## src/rtl/addsub_seq_ctrl_if.sv

```systemverilog
// Command/result handshake bundle for the add/sub sequencer.
// The master issues commands; the slave reports busy/done and results.
interface addsub_seq_ctrl_if;
  logic       start;
  logic [1:0] op;
  logic [3:0] a;
  logic [3:0] b;
  logic       acc_clr;
  logic       busy;
  logic       done;
  logic [7:0] result;
  logic       cout;
  logic       ovf;
  logic [3:0] acc;

  modport master (
    output start, op, a, b, acc_clr,
    input  busy, done, result, cout, ovf, acc
  );

  modport slave (
    input  start, op, a, b, acc_clr,
    output busy, done, result, cout, ovf, acc
  );
endinterface

```

## src/rtl/addsub_seq_ctrl.sv

```systemverilog
// Sequencer driving one shared 4-bit adder/subtractor.
// Runs ADD/SUB/ACC in one pass and unsigned MUL as 4-step shift-add.
module addsub_seq_ctrl #(
  parameter int W         = 4,
  parameter bit STICKY_OV = 1'b1
) (
  input  logic         clk,
  input  logic         reset_n,
  addsub_seq_ctrl_if.slave cmd,
  output logic [W-1:0] as_x,
  output logic [W-1:0] as_y,
  output logic         as_cin,
  output logic         as_sub,
  input  logic [W-1:0] as_s,
  input  logic         as_cout,
  input  logic         as_ov
);

  localparam int CW = $clog2(W);

  localparam logic [1:0] OP_ADD = 2'd0;
  localparam logic [1:0] OP_SUB = 2'd1;
  localparam logic [1:0] OP_MUL = 2'd2;
  localparam logic [1:0] OP_ACC = 2'd3;

  typedef enum logic [1:0] {
    S_IDLE,
    S_EXEC,
    S_MUL,
    S_DONE
  } state_t;

  state_t state_q, state_d;

  logic [W-1:0]   a_q, b_q;
  logic [1:0]     op_q;
  logic [W-1:0]   hi_q, lo_q;
  logic [CW-1:0]  cnt_q;
  logic [2*W-1:0] result_q;
  logic           cout_q, ovf_q;
  logic [W-1:0]   acc_q;
  logic           busy, done;
  logic           last_step;

  assign last_step  = (cnt_q == CW'(W - 1));
  assign cmd.busy   = busy;
  assign cmd.done   = done;
  assign cmd.result = result_q;
  assign cmd.cout   = cout_q;
  assign cmd.ovf    = ovf_q;
  assign cmd.acc    = acc_q;

  always_comb begin
    state_d = state_q;
    as_x    = '0;
    as_y    = '0;
    as_cin  = 1'b0;
    as_sub  = 1'b0;
    busy    = 1'b0;
    done    = 1'b0;
    unique case (state_q)
      S_IDLE: begin
        if (cmd.start)
          state_d = (cmd.op == OP_MUL) ? S_MUL : S_EXEC;
      end
      S_EXEC: begin
        busy    = 1'b1;
        as_x    = (op_q == OP_ACC) ? acc_q : a_q;
        as_y    = (op_q == OP_ACC) ? a_q : b_q;
        as_sub  = (op_q == OP_SUB);
        state_d = S_DONE;
      end
      S_MUL: begin
        busy = 1'b1;
        as_x = hi_q;
        as_y = lo_q[0] ? a_q : '0;
        if (last_step)
          state_d = S_DONE;
      end
      S_DONE: begin
        done    = 1'b1;
        state_d = S_IDLE;
      end
    endcase
  end

  always_ff @(posedge clk) begin
    if (!reset_n) begin
      state_q  <= S_IDLE;
      a_q      <= '0;
      b_q      <= '0;
      op_q     <= OP_ADD;
      hi_q     <= '0;
      lo_q     <= '0;
      cnt_q    <= '0;
      result_q <= '0;
      cout_q   <= 1'b0;
      ovf_q    <= 1'b0;
      acc_q    <= '0;
    end else begin
      state_q <= state_d;
      unique case (state_q)
        S_IDLE: begin
          // clear precedes a same-cycle ACC, which then reads acc=0
          if (cmd.acc_clr) begin
            acc_q <= '0;
            ovf_q <= 1'b0;
          end
          if (cmd.start) begin
            a_q   <= cmd.a;
            b_q   <= cmd.b;
            op_q  <= cmd.op;
            hi_q  <= '0;
            lo_q  <= cmd.b;
            cnt_q <= '0;
          end
        end
        S_EXEC: begin
          result_q <= {{W{1'b0}}, as_s};
          cout_q   <= as_cout;
          if (op_q == OP_ACC) begin
            acc_q <= as_s;
            ovf_q <= STICKY_OV ? (ovf_q | as_ov) : as_ov;
          end else begin
            ovf_q <= as_ov;
          end
        end
        S_MUL: begin
          {hi_q, lo_q} <= {as_cout, as_s, lo_q[W-1:1]};
          cnt_q        <= cnt_q + 1'b1;
          if (last_step) begin
            result_q <= {as_cout, as_s, lo_q[W-1:1]};
            cout_q   <= 1'b0;
            ovf_q    <= 1'b0;
          end
        end
        S_DONE: begin
        end
      endcase
    end
  end

endmodule

```

## src/flat_wrapper.sv

```systemverilog
// flat-port wrapper written by rule: the top's interface ports become plain ports
module addsub_seq_ctrl_flat 
#(
  parameter int W         = 4,
  parameter bit STICKY_OV = 1'b1
)
  (clk, reset_n, as_x, as_y, as_cin, as_sub, as_s, as_cout, as_ov, cmd_start, cmd_op, cmd_a, cmd_b, cmd_acc_clr, cmd_busy, cmd_done, cmd_result, cmd_cout, cmd_ovf, cmd_acc);
  addsub_seq_ctrl_if cmd_i ();
  input  logic clk;
  input  logic reset_n;
  output logic [W-1:0] as_x;
  output logic [W-1:0] as_y;
  output logic as_cin;
  output logic as_sub;
  input  logic [W-1:0] as_s;
  input  logic as_cout;
  input  logic as_ov;
  input wire logic [$bits(cmd_i.start)-1:0] cmd_start;
  input wire logic [$bits(cmd_i.op)-1:0] cmd_op;
  input wire logic [$bits(cmd_i.a)-1:0] cmd_a;
  input wire logic [$bits(cmd_i.b)-1:0] cmd_b;
  input wire logic [$bits(cmd_i.acc_clr)-1:0] cmd_acc_clr;
  output wire logic [$bits(cmd_i.busy)-1:0] cmd_busy;
  output wire logic [$bits(cmd_i.done)-1:0] cmd_done;
  output wire logic [$bits(cmd_i.result)-1:0] cmd_result;
  output wire logic [$bits(cmd_i.cout)-1:0] cmd_cout;
  output wire logic [$bits(cmd_i.ovf)-1:0] cmd_ovf;
  output wire logic [$bits(cmd_i.acc)-1:0] cmd_acc;
  assign cmd_i.start = cmd_start;
  assign cmd_i.op = cmd_op;
  assign cmd_i.a = cmd_a;
  assign cmd_i.b = cmd_b;
  assign cmd_i.acc_clr = cmd_acc_clr;
  assign cmd_busy = cmd_i.busy;
  assign cmd_done = cmd_i.done;
  assign cmd_result = cmd_i.result;
  assign cmd_cout = cmd_i.cout;
  assign cmd_ovf = cmd_i.ovf;
  assign cmd_acc = cmd_i.acc;
  addsub_seq_ctrl #(.W(W), .STICKY_OV(STICKY_OV)) u_core (.clk(clk), .reset_n(reset_n), .cmd(cmd_i), .as_x(as_x), .as_y(as_y), .as_cin(as_cin), .as_sub(as_sub), .as_s(as_s), .as_cout(as_cout), .as_ov(as_ov));
endmodule
```

## config.mk

```make
export PLATFORM = sky130hd
export DESIGN_NAME = addsub_seq_ctrl_flat
export DESIGN_NICKNAME = d
export VERILOG_FILES = /design/src/rtl/addsub_seq_ctrl_if.sv /design/src/rtl/addsub_seq_ctrl.sv /design/src/flat_wrapper.sv
export SDC_FILE = /design/constraint.sdc
export NUM_CORES = 1
export LEC_CHECK = 0
export CELL_PAD_IN_SITES_DETAIL_PLACEMENT = 2
export CELL_PAD_IN_SITES_GLOBAL_PLACEMENT = 2
export CORE_MARGIN = 5
export CORE_UTILIZATION = 30
export CTS_CLUSTER_SIZE = 16
export DETAILED_ROUTE_END_ITERATION = 8
export PLACE_DENSITY_LB_ADDON = 0.1
export RECOVER_POWER = 25
export SYNTH_ARGS = -nofsm -noshare
export SYNTH_HDL_FRONTEND = slang
export SYNTH_SLANG_ARGS = --single-unit
```

## constraint.sdc

```tcl
create_clock -name clk -period 3.8 [get_ports clk]
set_clock_uncertainty 0.15 [all_clocks]
set_input_delay 0.76 -clock clk [delete_from_list [all_inputs] [get_ports clk]]
set_output_delay 0.76 -clock clk [all_outputs]
set_load 0.005 [all_outputs]
```

=== Yosys cells after proc, flatten, opt, wreduce, memory -nomap -nowiden ===
Index checks and enable logic that the tools add are counted.

* Flip-flop bits (word level): 36
* Input port bits: 20
* Output and inout port bits: 26
* Logic and storage cells: 64

* $add $sub $neg: 1
* Eq/ne operators: 11
* Mux-type cells: 28
* Bitwise logic cells: 1
* Reductions and logical operators: 12

{| class="wikitable"
|+ Operator list
! cell !! number
|-
| $pmux W4 S2 || 5
|-
| $mux W4 || 7
|-
| $pmux W8 S2 || 1
|-
| $eq A2 B2 Y1 const B || 5
|-
| $mux W2 || 4
|-
| $mux W8 || 1
|-
| $pmux W2 S4 || 1
|-
| $reduce_and A2 Y1 || 4
|-
| $mux W1 || 6
|-
| $reduce_and A3 Y1 || 2
|-
| $reduce_bool A2 Y1 || 3
|-
| $eq A2 B1 Y1 const B || 2
|-
| $ne A2 B1 Y1 const B || 2
|-
| $ne A2 B2 Y1 const B || 2
|-
| $pmux W2 S2 || 1
|-
| $pmux W1 S3 || 1
|-
| $reduce_bool A3 Y1 || 1
|-
| $add A2 B1 Y2 const B || 1
|-
| $logic_not A2 Y1 || 1
|-
| $pmux W1 S2 || 1
|-
| $reduce_or A2 Y1 || 1
|-
| $or A1 B1 Y1 || 1
|}

=== Longest topological paths before layout ===
Gate-level depths: netlist of the first run.

* Depth in word-level cells: 4
* Gate-level depth with buffers: 7
* Depth with buffers taken out: 5

=== Worst setup path after synthesis of the first run ===
No wires, ideal clock.

* Path kind: reg2out
* Start point: reg u_core.state_q[1]
* End point: out as_y[1]
* Data arrival time: 1.323 ns
* Required time: 2.890 ns
* Slack: 1.567 ns
* Cell stages (with the launch flop): 7
* Path buffers: 1
* Cells stage by stage: dfxtp_1 inv_1 ha_1 clkbuf_1 a32o_1 a22oi_1 nor2_1

* Word-level cells in the longest chain between the ends: 2
* Elaborated cells between the ends (all ways): 3
* Classes of those cells: 2 x eq/ne; 1 x mux

{| class="wikitable"
|+ RTL lines
! what !! RTL line !! text
|-
| start: declaration || addsub_seq_ctrl.sv:33 || <nowiki>state_t state_q, state_d;</nowiki>
|-
| start signal: assignment || addsub_seq_ctrl.sv:101 || <nowiki>state_q <= state_d;</nowiki>
|-
| $eq A2 B2 Y1 or $eq A2 B1 Y1 (tied branches) || addsub_seq_ctrl.sv:61 || <nowiki>unique case (state_q)</nowiki>
|-
| $pmux W4 S2 * || addsub_seq_ctrl.sv:61 ||
|-
| end: declaration || flat_wrapper.sv:12 || <nowiki>output logic [W-1:0] as_y;</nowiki>
|}

Every way passes the cells marked *; elsewhere a longest branch is shown, timed or not.

=== Final worst setup path of the first run ===
* Start point: reg u_core.state_q[0]
* End point: out as_x[3]

* Word-level cells in the longest chain between the ends: 2
* Elaborated cells between the ends (all ways): 3
* Classes of those cells: 2 x eq/ne; 1 x mux

{| class="wikitable"
|+ RTL lines
! what !! RTL line !! text
|-
| $eq A2 B2 Y1 or $eq A2 B1 Y1 (tied branches) || addsub_seq_ctrl.sv:61 ||
|-
| $pmux W4 S2 * || addsub_seq_ctrl.sv:61 ||
|-
| end: declaration || flat_wrapper.sv:11 || <nowiki>output logic [W-1:0] as_x;</nowiki>
|}

Marks and branches as above.

==> flow_summary_export.csv, run 1 <==
group,metric,value,unit
timing,rsz0062_at_grt,"false",
placed_design,dp.final_hpwl,4340,um
critical_path,cp_slowest_stage_delay,0.54,ns
cells_and_area,area_growth,32.4,%
placed_design,dp.cells,322,
global_routing,grt.total_usage,16.8,%
routing,drc_errors,0,
timing,finalWorstSetupSlack,0.439,ns
critical_path,worst-path-max-fanout,15,
logic_synthesis,synth_top_area_share,40.5,%
power,power_density,648,nW/um2
logic_synthesis,yosysTopAreaCell,"dfxtp_1",
timing,maxSlewHeadroom,53.1,%
logic_synthesis,syn_area_per_cell,8.31,um2
cts,cts_tree,"done",
placed_design,port_buffers,44,
status,status,"finished clean",
power,power.total,1.53,mW
logic_synthesis,synthTopCellsByArea,"dfxtp_1, a21oi_1, nand2_1, mux2i_1, ha_1",
critical_path,cp.arrival,2.45,ns
cells_and_area,instances_no_fill,330,
logic_synthesis,synth-edff-count,0,
timing,setup_viol,0,
global_routing,grt_overflow,0,
cells_and_area,postLayoutCoreUtil,40.3,%
cts,htree_num_levels,2,
timing,holdWs,0.313,ns
critical_path,startpoint_type,"flop",
critical_path,worstSetupPathType,"flop to primary output",
cells_and_area,layout-drive-gt1-share,5.88,%
logic_synthesis,synth_warnings,0,
routing,antenna_left,0,
logic_synthesis,ys_seq_area_share,40.5,%
routing,vias_per_cell,5.31,
power,ir_worst_vdd,0.248,mV
routing,routed_wl,6010,um
critical_path,crit_top_cell,"inv_1",
power,p_leak,0.814,nW
placed_design,place_ws,0.724,ns
global_routing,antenna_found_initial,0,
timing,period_share,88.4,%
floorplanning,std_cell_rows,28,
critical_path,cp_data_required_time,2.89,ns
critical_path,crit_path_top_delay_cell,"ha_1",
critical_path,critical_path.cell_chain,"inv_1 -> ha_1 -> inv_1 -> a21oi_1 -> clkdlybuf4s50_1",
logic_synthesis,syn_nets,241,
routing,routedWlPerCell,18.2,um
timing,timing.setup.tns,0,ns
logic_synthesis,syn-cell-area,1780,um2
cts,postCtsSetupRepairBufs,0,
placed_design,gp_congestion,0.746,
routing,drtPass1Iterations,4,
hold_path,hold_path_depth,2,
logic_synthesis,synth-seq-cells,36,
cts,cts_hold_buf,0,
cells_and_area,nFillCells,680,
critical_path,reg2reg_depth,6,
critical_path,rrSetupSlack,1.58,ns
logic_synthesis,async_flop_share,0,%
job,cap_violations,0,
floorplanning,chipWidth,87.0,um
logic_synthesis,synth_cells,214,
critical_path,endpoint_kind,"primary output",
floorplanning,fp.dieArea,7570,um2
timing,final.min_clock_period,3.36,ns
timing,hold_viol,0,
logic_synthesis,synth_ff_type,"dfxtp_1",
global_routing,grt_first_pass_wirelength,9820,um
timing,fmax,0.298,GHz
global_routing,grt_max_degree,35,
critical_path,cp_num_buf_inv,3,
routing,first_iter_violations,57,
timing,worst_pin_slew,0.702,ns
cells_and_area,antennaDiodeCount,0,
floorplanning,pin_count,46,
routing,dr_total_vias,1753,
hold_path,hold_path.class,"flop to flop",
critical_path,critPathTopFamily,"buffers and inverters",
logic_synthesis,synth.distinct_cells,36,
placed_design,postPlaceCellArea,2270,um2
floorplanning,initial_core_util,30.4,%
cts,ctsLongestPathBuffers,2,
cts,cts_buffers,5,
floorplanning,coreArea,5850,um2
critical_path,crit_cells,5,
cts,ctsResizeCount,0,
cts,clkSlewWorstSetupHoldPaths,0.08,ns
cells_and_area,stdcell_area,2360,um2
floorplanning,fp.dieH,87.0,um
cts,insertion_delay,0.29,ns
global_routing,grt_pass1_vias,1879,
cts,cts_root_buf,"clkbuf_8",
cells_and_area,nets,281,
timing,drv_slew,0,
cts,cts_num_sinks,36,
[worst paths after layout]
check | from | end
max | u_core.state_q[0]$_SDFFE_PN0P_ | as_x[3]
min | u_core.hi_q[2]$_SDFFE_PN0P_ | u_core.hi_q[2]$_SDFFE_PN0P_
max reg2reg | u_core.state_q[0]$_SDFFE_PN0P_ | u_core.cmd.result[0]$_SDFFE_PN0P_
min reg2reg | u_core.hi_q[2]$_SDFFE_PN0P_ | u_core.hi_q[2]$_SDFFE_PN0P_
[cell families (layout without fill, tap and decap cells)]
kind of cell | after synthesis | after routing | synth area share (%)
AO/OA/AOI/OAI | 70 | 70 | 23.8
AND/OR/NAND/NOR | 70 | 70 | 19.1
flip-flops | 36 | 36 | 40.5
buffers and inverters | 19 | 60 | 5.20
multiplexers | 11 | 11 | 6.26
adder cells (fa/ha/maj) | 7 | 7 | 4.92
other | 1 | 1 | 0.211
[where the power goes]
group          total, mW  internal (mW)  leakage (nW)  switching, mW
Clock              0.288          0.148        0.0455          0.140
Sequential         0.513          0.453         0.294         0.0595
Combinational      0.726          0.283         0.474          0.443
[worst register-to-register path, cell delays in order, from the launching register on]
cell and delay [ns]:
dfxtp_1 0.34, inv_1 0.14, ha_1 0.18, buf_4 0.22, nor2b_1 0.61, nor2_1 0.23, a211oi_1 0.26
[synthesized netlist by cell type (2+ instances only)]
cell,n
nand2b_1,3
nand3_1,5
and3_2,2
a21oi_1,33
clkbuf_1,7
inv_1,3
nand4_1,8
buf_4,2
dfxtp_1,36
ha_1,7
a211oi_1,8
buf_2,5
mux2i_1,10
nor2_1,11
nor2b_1,3
a21boi_0,2
o21ai_0,14
nand2_1,31
nand3b_1,2
a22oi_1,6
[registers in the layout, summed over array words and instances, names as in the netlist]
register and count:
u_core.hi_q 4, u_core.cmd.cout 1, u_core.cmd.acc 4, u_core.state_q 2
u_core.cmd.result 8, u_core.cmd.ovf 1, u_core.a_q 4, u_core.b_q 4
u_core.cnt_q 2, u_core.lo_q 4, u_core.op_q 2
[area by class of cell]
| class | count | area (um2) | area share, % |
|---|---|---|---|
| inverter | 4 | 15.0 | 0.637 |
| timing repair buffer | 48 | 470 | 20.0 |
| multi-input combinational | 159 | 966 | 41.0 |
| sequential | 36 | 721 | 30.6 |
| tap | 75 | 93.8 | 3.98 |
| clock buffer | 8 | 90.1 | 3.82 |
[routing by layer]
metal,GRT usage (%),share of wire [%],wire length [um],vias to the layer above
met3,3.50,4.9,293,5
li1,-,-,-,845
met5,0,0,0,-
met2,27.4,48,2910,34
met1,22.9,46,2750,869
met4,3.40,0.85,51,0
[cell usage in the layout (no fill, tap or decap), drive strengths merged]
master,instances
and2,1
a21boi,3
nor4,1
ha,7
mux2,1
o311a,1
nor2b,3
and3,3
clkbuf,8
buf,4
mux2i,10
a31o,1
nand4,8
o2111ai,1
nand3b,2
a32o,1
nand3,5
conb,1
a21oi,33
clkinv,1
a211oi,8
o21ai,14
clkdlybuf4s50,43
nand2b,3
inv,3
a32oi,1
a21bo,1
dfxtp,36
dlygate4sd3,1
or4,1
nand2,31
nand4b,1
nor2,11
a22oi,6
No activity file was read; power rests on OpenSTA's default activity.
==> run 2: changes to the inputs <==
--- a/config.mk
+++ b/config.mk
@@ -9,3 +9,2 @@
 export CELL_PAD_IN_SITES_GLOBAL_PLACEMENT = 2
-export CORE_MARGIN = 5
 export CORE_UTILIZATION = 30
==> constraint.sdc (replaced) <==
create_clock -name clk -period 3.8 [get_ports clk]
set_clock_uncertainty 0.15 [all_clocks]
set_input_delay 0.95 -clock clk [delete_from_list [all_inputs] [get_ports clk]]
set_output_delay 0.95 -clock clk [all_outputs]
set_load 0.005 [all_outputs]
==> run 2 against run 1 <==
Combinational power barely moved. Power rose by 0.40%. Fmax fell by 5.1%. Clock power barely moved. Critical path depth did not move. Critical endpoint is now as_x[2]. Largest cell class unchanged.
==> flow_summary_export.csv, run 2 (same netlist as run 1, synthesis figures left out) <==
group,metric,value,unit
critical_path,endpoint_kind,"primary output",
timing,worst_pin_slew,0.734,ns
critical_path,crit_top_cell,"inv_1",
cells_and_area,final_cell_mix,"dfxtp_1, a21oi_1, nand2_1, clkdlybuf4s50_1",
critical_path,cp_data_required_time,2.70,ns
cells_and_area,nets,282,
timing,hold_viol,0,
cells_and_area,stdcell_area,2360,um2
placed_design,postPlaceCellArea,2270,um2
routing,met1Wirelength,2830,um
critical_path,cp.arrival,2.44,ns
placed_design,port_buffers,44,
routing,routed-wl-met3,150,um
critical_path,worst-path-max-fanout,15,
placed_design,place_ws,0.554,ns
cts,insertion_delay,0.29,ns
cts,ctsLongestPathBuffers,2,
routing,drc_errors,0,
timing,setup_viol,0,
cells_and_area,largest_reg_flops,8,
cts,clkSlewWorstSetupHoldPaths,0.07,ns
floorplanning,coreArea,5610,um2
routing,topRoutingLayerUsed,"met4",
cts,cts_root_buf,"clkbuf_8",
routing,antenna_left,0,
timing,fmax,0.282,GHz
critical_path,startpoint_type,"flop",
routing,routed_wl,6070,um
floorplanning,std_cell_rows,27,
critical_path,crit_path_top_delay_cell,"ha_1",
floorplanning,chipWidth,79.0,um
cts,cts_tree,"done",
timing,maxSlewHeadroom,50.7,%
cts,postCtsSetupRepairBufs,0,
timing,drv_slew,0,
critical_path,worstSetupPathType,"flop to primary output",
floorplanning,fp.dieArea,6240,um2
critical_path,cp_slowest_stage_delay,0.54,ns
global_routing,antenna_found_initial,0,
cts,ctsResizeCount,0,
cts,htree_num_levels,2,
cells_and_area,layout_commonest_cell,"dfxtp_1",
cts,cts_buffers,5,
routing,dr_wl_met2,3030,um
cts,cts_hold_buf,0,
timing,final.min_clock_period,3.54,ns
routing,vias_per_cell,5.32,
floorplanning,initial_core_util,31.7,%
global_routing,grt_max_degree,24,
timing,rsz0062_at_grt,"false",
cells_and_area,area_growth,32.6,%
global_routing,grt_first_pass_wirelength,10100,um
routing,routedWlPerCell,18.5,um
floorplanning,pin_count,46,
hold_path,hold_path.class,"flop to flop",
cells_and_area,antennaDiodeCount,0,
power,ir_worst_vdd,0.323,mV
routing,drtPass1Iterations,4,
status,status,"finished clean",
power,power_density,650,nW/um2
placed_design,gp_congestion,0.775,
cells_and_area,layout-drive-gt1-share,7.03,%
timing,timing.setup.tns,0,ns
global_routing,grt_overflow,0,
power,p_leak,0.864,nW
floorplanning,fp.dieH,79.0,um
job,cap_violations,0,
placed_design,dp.final_hpwl,4410,um
global_routing,grt_pass1_vias,1909,
critical_path,critical_path.cell_chain,"inv_1 -> ha_1 -> inv_1 -> a21oi_1 -> clkdlybuf4s50_1",
timing,finalWorstSetupSlack,0.259,ns
routing,dr_total_vias,1744,
global_routing,grt.total_usage,21.3,%
routing,first_iter_violations,87,
cells_and_area,nFillCells,642,
timing,period_share,93.2,%
cts,cts_num_sinks,36,
==> run 2: changes by cell type in the layout (fill, tap and decap cells not counted) <==
cell | before | now
clkdlybuf4s50_1 | 43 | 30
dlygate4sd3_1 | 1 | 14
clkinv_2 | 0 | 2
and2_0 | 1 | 0
and2_1 | 0 | 1
clkbuf_1 | 2 | 1
mux2_1 | 1 | 0
mux2_2 | 0 | 1
==> run 2: area by class of cell <==
type / count / area (um2) / share of cell area [%]
clock buffer: 6 / 82.6 / 3.50
inverter: 4 / 15.0 / 0.637
multi-input combinational: 159 / 966 / 41.0
sequential: 36 / 721 / 30.6
clock inverter: 2 / 10.0 / 0.424
tap: 72 / 90.1 / 3.82
timing repair buffer: 49 / 474 / 20.1
==> run 2: final timing paths <==
check	start	endpoint	slack (ns)	cells after the start
max	u_core.state_q[0]$_SDFFE_PN0P_	as_x[2]	0.26	5
min	u_core.hi_q[0]$_SDFFE_PN0P_	u_core.hi_q[0]$_SDFFE_PN0P_	0.31	2
max reg2reg	u_core.state_q[0]$_SDFFE_PN0P_	u_core.cmd.result[1]$_SDFFE_PN0P_	1.19	6
min reg2reg	u_core.hi_q[0]$_SDFFE_PN0P_	u_core.hi_q[0]$_SDFFE_PN0P_	0.31	2
==> run 2: per-layer routing <==
metal  global-route usage, %  vias up
met1                    27.5      858
met4                    6.91        0
met2                    36.9       32
met3                    2.41        6
li1                        -      848
met5                       0        -
==> run 2: critical path, delay by kind of cell (launching register included) <==
family | cells | cell delay (ns)
flops | 1 | 0.39
buf+inv | 3 | 0.99
compound gates | 1 | 0.22
fa+ha+maj | 1 | 0.54
==> run 2: report_power, final <==
part	leakage [nW]	internal (mW)	switching, mW
sequential	0.294	0.453	0.0607
clock	0.0510	0.145	0.146
combinational	0.519	0.276	0.453
==> run 2: through the flow <==
stage | std cells | total power [mW] | hold slack (ns) | util, %
2_1_floorplan | 214 | 0.987 | 0.282 | -
3_3_place_gp | 320 | 1.24 | 0.294 | 40.5
3_5_place_dp | 320 | 1.27 | 0.304 | 40.5
4_1_cts | 328 | 1.56 | 0.315 | 42.1
5_1_grt | 328 | 1.65 | 0.339 | 42.1
6_report | 328 | 1.53 | 0.310 | 42.1
==> run 3: changes to the inputs <==
MAX_ROUTING_LAYER = met4   (was default)
==> run 3 against run 2 <==
Register-to-register slack improved by 0.03 ns. Wire length about the same. Utilization unchanged. Final cell count unchanged. Setup slack improved by 0.015 ns. Hold slack about the same. Power decreased by 0.14%. First-iteration DRC count increased by 14%. Combinational power about the same. Non-clock buffer count unchanged. Final area unchanged.
==> flow_summary_export.csv, run 3 (same netlist as run 1, synthesis figures left out) <==
group,metric,value,unit
routing,drtPass1Iterations,4,
global_routing,grt.total_usage,22.0,%
critical_path,startpoint_type,"flop",
cells_and_area,postLayoutCoreUtil,42.1,%
cells_and_area,layout_commonest_cell,"dfxtp_1",
cells_and_area,largest_reg_flops,8,
status,status,"finished clean",
floorplanning,fp.dieH,79.0,um
global_routing,grt_pass1_vias,1906,
global_routing,antenna_found_initial,0,
cts,insertion_delay,0.29,ns
global_routing,grt_overflow,0,
critical_path,r2r-end,"u_core.cmd.result[0]$_SDFFE_PN0P_",
floorplanning,fp.dieArea,6240,um2
cts,ctsResizeCount,0,
timing,maxSlewHeadroom,50.7,%
power,p_seq_share,33.5,%
power,ir_worst_vdd,0.324,mV
cells_and_area,instances_no_fill,328,
routing,drc_errors,0,
cts,ctsLongestPathBuffers,2,
floorplanning,initial_core_util,31.7,%
timing,fmax,0.284,GHz
critical_path,cp_slowest_stage_delay,0.53,ns
critical_path,cp_num_buf_inv,3,
power,swShare,42.9,%
critical_path,crit_top_cell,"inv_1",
timing,setup_viol,0,
cts,cts_num_sinks,36,
critical_path,rr_startpoint,"u_core.state_q[0]$_SDFFE_PN0P_",
job,cap_violations,0,
power,pwr-share-comb,47.6,%
power,power_frac_clock,18.9,%
critical_path,cp.arrival,2.43,ns
placed_design,gp_congestion,0.786,
cts,cts_tree,"done",
timing,worst_pin_slew,0.734,ns
critical_path,crit_path_top_delay_cell,"ha_1",
critical_path,rrSetupSlack,1.22,ns
critical_path,critical_path.cell_chain,"inv_1 -> ha_1 -> inv_1 -> a21oi_1 -> clkdlybuf4s50_1",
routing,routedWlPerCell,18.5,um
critical_path,endpoint_kind,"primary output",
floorplanning,pin_count,46,
timing,final.min_clock_period,3.53,ns
placed_design,port_buffers,44,
cts,cts_root_buf,"clkbuf_8",
cells_and_area,layout-drive-gt1-share,7.03,%
timing,rsz0062_at_grt,"false",
routing,vias_per_cell,5.29,
cts,cts_buffers,5,
placed_design,dp.cells,320,
cells_and_area,area_growth,32.6,%
floorplanning,coreArea,5610,um2
global_routing,grt_first_pass_wirelength,10100,um
timing,period_share,92.8,%
cells_and_area,antennaDiodeCount,0,
global_routing,grt_max_degree,24,
power,p_leak,0.864,nW
power,power.total,1.53,mW
critical_path,cp_data_required_time,2.70,ns
cells_and_area,nets,282,
timing,timing.setup.tns,0,ns
cells_and_area,final_cell_mix,"dfxtp_1, a21oi_1, nand2_1, clkdlybuf4s50_1",
critical_path,crit_cells,5,
power,power.net_switching,657,uW
power,intPower,874,uW
cts,htree_num_levels,2,
routing,routed_wl,6070,um
floorplanning,chipWidth,79.0,um
cts,cts_hold_buf,0,
critical_path,worst-path-max-fanout,15,
cts,postCtsSetupRepairBufs,0,
hold_path,min_from,"u_core.hi_q[0]$_SDFFE_PN0P_",
critical_path,worstSetupPathType,"flop to primary output",
cts,clkSlewWorstSetupHoldPaths,0.07,ns
critical_path,reg2reg_depth,6,
placed_design,dp.final_hpwl,4410,um
hold_path,hold_path.class,"flop to flop",
hold_path,whs_endpoint,"u_core.hi_q[0]$_SDFFE_PN0P_",
routing,antenna_left,0,
power,power_density,649,nW/um2
timing,drv_slew,0,
routing,first_iter_violations,99,
hold_path,hold_path_depth,2,
timing,hold_viol,0,
floorplanning,std_cell_rows,27,
routing,dr_total_vias,1735,
critical_path,critPathTopFamily,"buffers and inverters",
[run 3: cell counts in the layout (fill, tap and decap cells not counted)]
No cell type changed its count.
[run 3: layout make-up]
| cell class | count | area [um2] |
|---|---|---|
| clock buffer | 6 | 82.6 |
| multi-input combinational | 159 | 966 |
| sequential | 36 | 721 |
| inverter | 4 | 15.0 |
| fill | 642 | 3250 |
| tap | 72 | 90.1 |
| clock inverter | 2 | 10.0 |
| timing repair buffer | 49 | 474 |
[run 3: worst reg2reg max path, stage by stage (launching register included)]
cell and delay, ns:
dfxtp_1 0.34, inv_1 0.13, ha_1 0.22, clkbuf_1 0.51, nor2b_1 0.66, nor2_1 0.23, a211oi_1 0.24
[run 3: power groups by stage]
stage	Sequential, mW	Clock (mW)	Combinational, mW
finish	0.513	0.289	0.729
global route	0.525	0.312	0.810
CTS	0.515	0.297	0.752
detailed placement	0.523	0	0.745
global placement	0.519	0	0.721
floorplan	0.501	0	0.486
[run 3: per-stage QoR]
step,worst slack [ns],area (um2),hold slack [ns]
after global routing,0.0730,2360,0.339
after CTS,0.235,2360,0.315
after detailed placement,0.554,2270,0.304
after floorplan,1.38,1780,0.282
after global placement,0.674,2270,0.294
final,0.274,2360,0.310
[run 3: layer usage]
layer  global-route usage (%)  up-vias  routed length [um]  part of all wire, %
met5                        -        -                   0                    0
met4                     6.91        0                  78                  1.3
met3                     2.41        8                 154                  2.5
met2                     36.9       31                3060                   50
met1                     27.6      851                2780                   46
li1                         -      845                   -                    -
[run 3: worst max path at each step]
stage / startpoint / endpoint / slack [ns]
4_1_cts: u_core.state_q[0]$_SDFFE_PN0P_ / as_x[3] / 0.23
2_1_floorplan: u_core.state_q[1]$_SDFFE_PN0P_ / as_y[1] / 1.38
3_5_place_dp: u_core.state_q[0]$_SDFFE_PN0P_ / as_y[1] / 0.55
3_3_place_gp: u_core.state_q[0]$_SDFFE_PN0P_ / as_x[0] / 0.67
6_report: u_core.state_q[1]$_SDFFE_PN0P_ / as_x[2] / 0.27
5_1_grt: u_core.state_q[0]$_SDFFE_PN0P_ / as_x[0] / 0.07
